--- config.mk ---
export PLATFORM = sky130hd
export DESIGN_NAME = tag_free_list
export DESIGN_NICKNAME = d
export VERILOG_FILES = /design/src/rtl/tag_free_list_pkg.sv /design/src/rtl/tag_free_list_wrap_ptr.sv /design/src/rtl/tag_free_list.sv
export SDC_FILE = /design/constraint.sdc
export NUM_CORES = 1
export LEC_CHECK = 0
export ABC_AREA = 1
export BUFFER_PORTS_ARGS = -buffer_cell sky130_fd_sc_hd__buf_2
export CAP_MARGIN = 15
export CORE_AREA = 2 2 145 133
export CTS_BUF_LIST = sky130_fd_sc_hd__clkbuf_8
export DETAILED_ROUTE_END_ITERATION = 8
export DIE_AREA = 0 0 147 135
export GPL_TIMING_DRIVEN = 1
export PLACE_DENSITY = 0.68
export SETUP_SLACK_MARGIN = 0.02
export SLEW_MARGIN = 20
export SYNTH_ARGS = -nofsm -noshare
export SYNTH_HDL_FRONTEND = slang
export SYNTH_HIERARCHICAL = 1
export SYNTH_SLANG_ARGS = --single-unit
--- constraint.sdc ---
create_clock -name clk -period 2.33 [get_ports clk]
set_input_delay 0.1165 -clock clk [delete_from_list [all_inputs] [get_ports clk]]
set_output_delay 0.1165 -clock clk [all_outputs]
set_load 0.05 [all_outputs]
--- src/rtl/tag_free_list_pkg.sv ---
// Shared constants and types for the rename-stage physical tag free list.
package tag_free_list_pkg;

  localparam int unsigned TAG_W    = 5;
  localparam int unsigned NUM_TAGS = 32;
  localparam int unsigned RESERVED = 8;

  typedef logic [TAG_W-1:0] tag_t;
  typedef logic [TAG_W:0]   tag_cnt_t;

  localparam tag_t     TAIL_INIT  = tag_t'((NUM_TAGS - RESERVED) % NUM_TAGS);
  localparam tag_cnt_t COUNT_INIT = tag_cnt_t'(NUM_TAGS - RESERVED);

  function automatic tag_t init_entry(input int unsigned idx);
    if (idx < NUM_TAGS - RESERVED) return tag_t'(RESERVED + idx);
    return '0;
  endfunction

endpackage

--- src/rtl/tag_free_list_wrap_ptr.sv ---
// Modulo-NUM_TAGS pointer register with increment enable and reset-load value.
module wrap_ptr
  import tag_free_list_pkg::*;
#(
  parameter tag_t LOAD = '0
) (
  input  logic clk,
  input  logic i_rst,
  input  logic i_inc,
  output tag_t o_ptr
);

  tag_t r_ptr;

  // NUM_TAGS == 2**TAG_W, so natural overflow of the TAG_W-bit add is the wrap.
  always_ff @(posedge clk) begin
    if (i_rst)      r_ptr <= LOAD;
    else if (i_inc) r_ptr <= r_ptr + tag_t'(1);
  end

  assign o_ptr = r_ptr;

endmodule

--- src/rtl/tag_free_list.sv ---
// Circular free list of physical register tags: rename pops at head, commit pushes at tail.
module tag_free_list
  import tag_free_list_pkg::*;
(
  input  logic                 clk,
  input  logic                 reset,
  input  logic                 softReset,
  input  logic                 allocReq,
  output logic                 allocValid,
  output logic [TAG_W-1:0]     allocTag,
  input  logic                 freeEn,
  input  logic [TAG_W-1:0]     freeTag,
  output logic [TAG_W:0]       count,
  output logic                 empty,
  output logic                 full,
  output logic                 overflowErr
);

  tag_t     r_entry [NUM_TAGS];
  tag_cnt_t r_count;
  logic     r_overflow;

  logic     w_rst;
  logic     w_pop;
  logic     w_push;
  logic     w_empty;
  logic     w_full;
  tag_t     w_head;
  tag_t     w_tail;

  assign w_rst   = reset | softReset;
  assign w_empty = (r_count == '0);
  assign w_full  = (r_count == tag_cnt_t'(NUM_TAGS));
  assign w_pop   = allocReq & ~w_empty;
  // A same-cycle pop frees a slot, so a push into a full list is still accepted.
  assign w_push  = freeEn & (~w_full | w_pop);

  wrap_ptr #(.LOAD('0)) u_head (
    .clk   (clk),
    .i_rst (w_rst),
    .i_inc (w_pop),
    .o_ptr (w_head)
  );

  wrap_ptr #(.LOAD(TAIL_INIT)) u_tail (
    .clk   (clk),
    .i_rst (w_rst),
    .i_inc (w_push),
    .o_ptr (w_tail)
  );

  always_ff @(posedge clk) begin
    for (int unsigned i = 0; i < NUM_TAGS; i++) begin
      if (w_rst)                             r_entry[i] <= init_entry(i);
      else if (w_push && w_tail == tag_t'(i)) r_entry[i] <= freeTag;
    end
  end

  always_ff @(posedge clk) begin
    if (w_rst) begin
      r_count    <= COUNT_INIT;
      r_overflow <= 1'b0;
    end else begin
      r_count <= r_count + tag_cnt_t'(w_push) - tag_cnt_t'(w_pop);
      if (freeEn && !w_push) r_overflow <= 1'b1;
    end
  end

  assign allocValid  = ~w_empty;
  assign allocTag    = r_entry[w_head];
  assign count       = r_count;
  assign empty       = w_empty;
  assign full        = w_full;
  assign overflowErr = r_overflow;

endmodule

==> flow_summary.toml <==
[timing]
finalMaxSlewViolations = 0
rsz0062_at_grt = "no"
setup_violations = 0
hold_viol_final = 0
clock_skew_ns = 0.0112
hold_slack_ns = 0.117
tightestPinTransition_ns = 0.722
layout_min_cycle_time_ns = 2.24
period_share_pct = 95.9
setup_ws_ns = 0.0950
maxSlewHeadroom_pct = 51.8
clock.fmax_mhz = 447

[power_and_ir_drop]
power_density_nw_per_um2 = 619
leakagePower_nw = 3.78
ir_drop_v = 0.000408
p_switching_mw = 1.70
power_frac_seq_pct = 57.7
clockPowerShare_pct = 31.0
switching_share_pct = 27.6
comb_power_share_pct = 11.4
internal_power_mw = 4.47

[critical_path]
critPathArrivalTime_ns = 2.12
required_ns = 2.21
worstSetupPathType = "flip-flop to primary output"
start_kind = "flip-flop"
cp-end-kind = "primary output"
path_max_fanout = 10

[status]
outcome = "finished, final reports clean"

[final_layout]
fin_nets = 1052
final_common_cell = "nand2_1"
synthToLayoutAreaGrowth_pct = 11.1
drive_above_1_share_pct = 12.6
num_antenna_cells = 0
final_cell_mix = "297 x nand2_1, 160 x edfxtp_1, 155 x nand3_1"

[place]
place_hpwl_um = 14000
port_buffers = 24
gp_congestion = 0.820
place_ws_ns = 0.145

[synthesis]
async_flop_share_pct = 0
ys_ff_latch = 177
yosysWarnings = 6
synth.distinct_cells = 29
synth_edf_count = 160
synthCells = 1021
syn_area_per_cell_sq_um = 8.78
synthTopCellsByArea = "edfxtp_1 54%, nand2_1 12%, nand3_1 8.7%, nor2_1 5.7%, nand4_1 4.5%"
yosysSeqAreaShare_pct = 57.4
synth_fp_nets = 1042
synth_top_area_cell = "edfxtp_1"
syn_area_sq_um = 8960
synth_top_area_share_pct = 53.6
synthFlopType = "edfxtp_1"

[global_routing]
antenna_found_initial = 0
grt_pass1_vias = 6701
grt_pass1_wl_um = 35500
grt_usage_pct = 23.3
grt_max_degree = 101
grt-ovfl-total = 0

[clock_tree]
clock_latency_ns = 0.48
clk_pin_slew_ns = 0.10
htreeDepth = 4
ctsLongestPathBuffers = 2
cts_tree = "yes"
clockRootBuffer = "clkbuf_8"
cts.sinks = 177
cts_buffers = 17
postCtsHoldBufs = 0

[floorplan]
dieArea_sq_um = 19800
dieWidth_um = 147
coreArea_sq_um = 18200
fp.dieH_um = 135
num_io_pins = 25
fp-row-count = 47
floorplan.initialDensity_pct = 49.2

[route]
drc_errors = 0
vias = 7250
routedWlPerCell_um = 17.9
wirelength_um = 23100
via_per_inst = 5.62
antenna_left = 0
firstDrtPassIters = 6
drt-initial-drc-count = 722

[worst_hold_path]
hold_class = "input port to flip-flop"

[flow_run]
cap_violations = 0
-- repair_timing --
| action | 4_1_cts | 5_1_grt |
|---|---|---|
| buffers inserted | 0 | 0 |
| pin swaps | 0 | 0 |
| hold endpoints to repair | 0 | 0 |
| endpoints found under the setup margin | 5 | 6 |
| resized for setup | 2 | 20 |
| gates cloned | 0 | 5 |
-- metrics by stage --
step / util [%] / TNS [ns] / std cells / total power [mW] / instance area [sq um]
floorplan: - / -0.115 / 1021 / 4.08 / 9030
global placement: 51.8 / 0 / 1252 / 4.28 / 9450
detailed placement: 51.8 / 0 / 1252 / 4.29 / 9450
CTS: 53.8 / 0 / 1284 / 6.12 / 9800
global route: 54.6 / 0 / 1289 / 6.37 / 9950
finish: 54.6 / 0 / 1289 / 6.17 / 9950
-- registers in the layout, summed over array words and instances (netlist names) --
name	count
u_tail/o_ptr	5
overflowErr	1
r_entry	160
u_head/o_ptr	5
count	6
-- power groups by stage --
stage / sequential (mW) / combinational (mW) / clock [mW]
final: 3.55 / 0.700 / 1.91
after global routing: 3.56 / 0.767 / 2.04
after CTS: 3.55 / 0.661 / 1.91
after detailed placement: 3.63 / 0.659 / 0
after global placement: 3.62 / 0.651 / 0
after floorplan: 3.65 / 0.435 / 0
-- final timing paths --
check / cells past startpoint / start / slack, ns / endpoint
worst max-delay path: 8 / u_head/o_ptr[2] / 0.09 / allocTag[2]
worst min-delay path: 3 / freeEn / 0.12 / r_entry[15][3]
worst max register to register: 15 / count[4] / 0.19 / count[4]
worst min register to register: 1 / overflowErr / 0.49 / overflowErr
-- critical path, cell delays in order (launching register included) --
cell and delay [ns]:
dfxtp_1 0.49, clkinvlp_4 0.35, nand3_1 0.20, nand2_1 0.12, nand2_1 0.08, nand2_1 0.07, nand2_1 0.06, nand2_1 0.06
clkbuf_4 0.21
-- final cells by class --
class | count | area [sq um]
clock inverters | 15 | 111
well taps | 245 | 307
repair buffers | 65 | 588
multi-input cells | 722 | 3360
repair inverters | 1 | 7.51
fillers | 1657 | 8280
clock buffers | 17 | 234
flip-flops and latches | 177 | 5160
inverters | 47 | 188
-- Yosys cell counts, types with 7 or more instances --
cell and count:
inv_1 43, a21oi_1 9, edfxtp_1 160, nand2_1 298, buf_2 35, nor3_1 7, nor2_1 137, dfxtp_1 17
ha_1 10, nand3_1 156, o21ai_0 22, nand4_1 64, clkbuf_1 36
-- routing by layer --
metal | share of wire [%] | track usage (%)
met2 | 47 | 37.0
met5 | 0 | 0
met1 | 43 | 33.4
met4 | 1.1 | 6.84
met3 | 9.3 | 3.92
-- logic make-up after synthesis --
group,share of synthesized area [%]
AOI/OAI and AO/OA,2.14
and+or+nand+nor,33.1
buffers and inverters,5.72
DFF,57.4
adders and majority gates,1.62
Note: power is estimated with default switching activity, not from simulation.
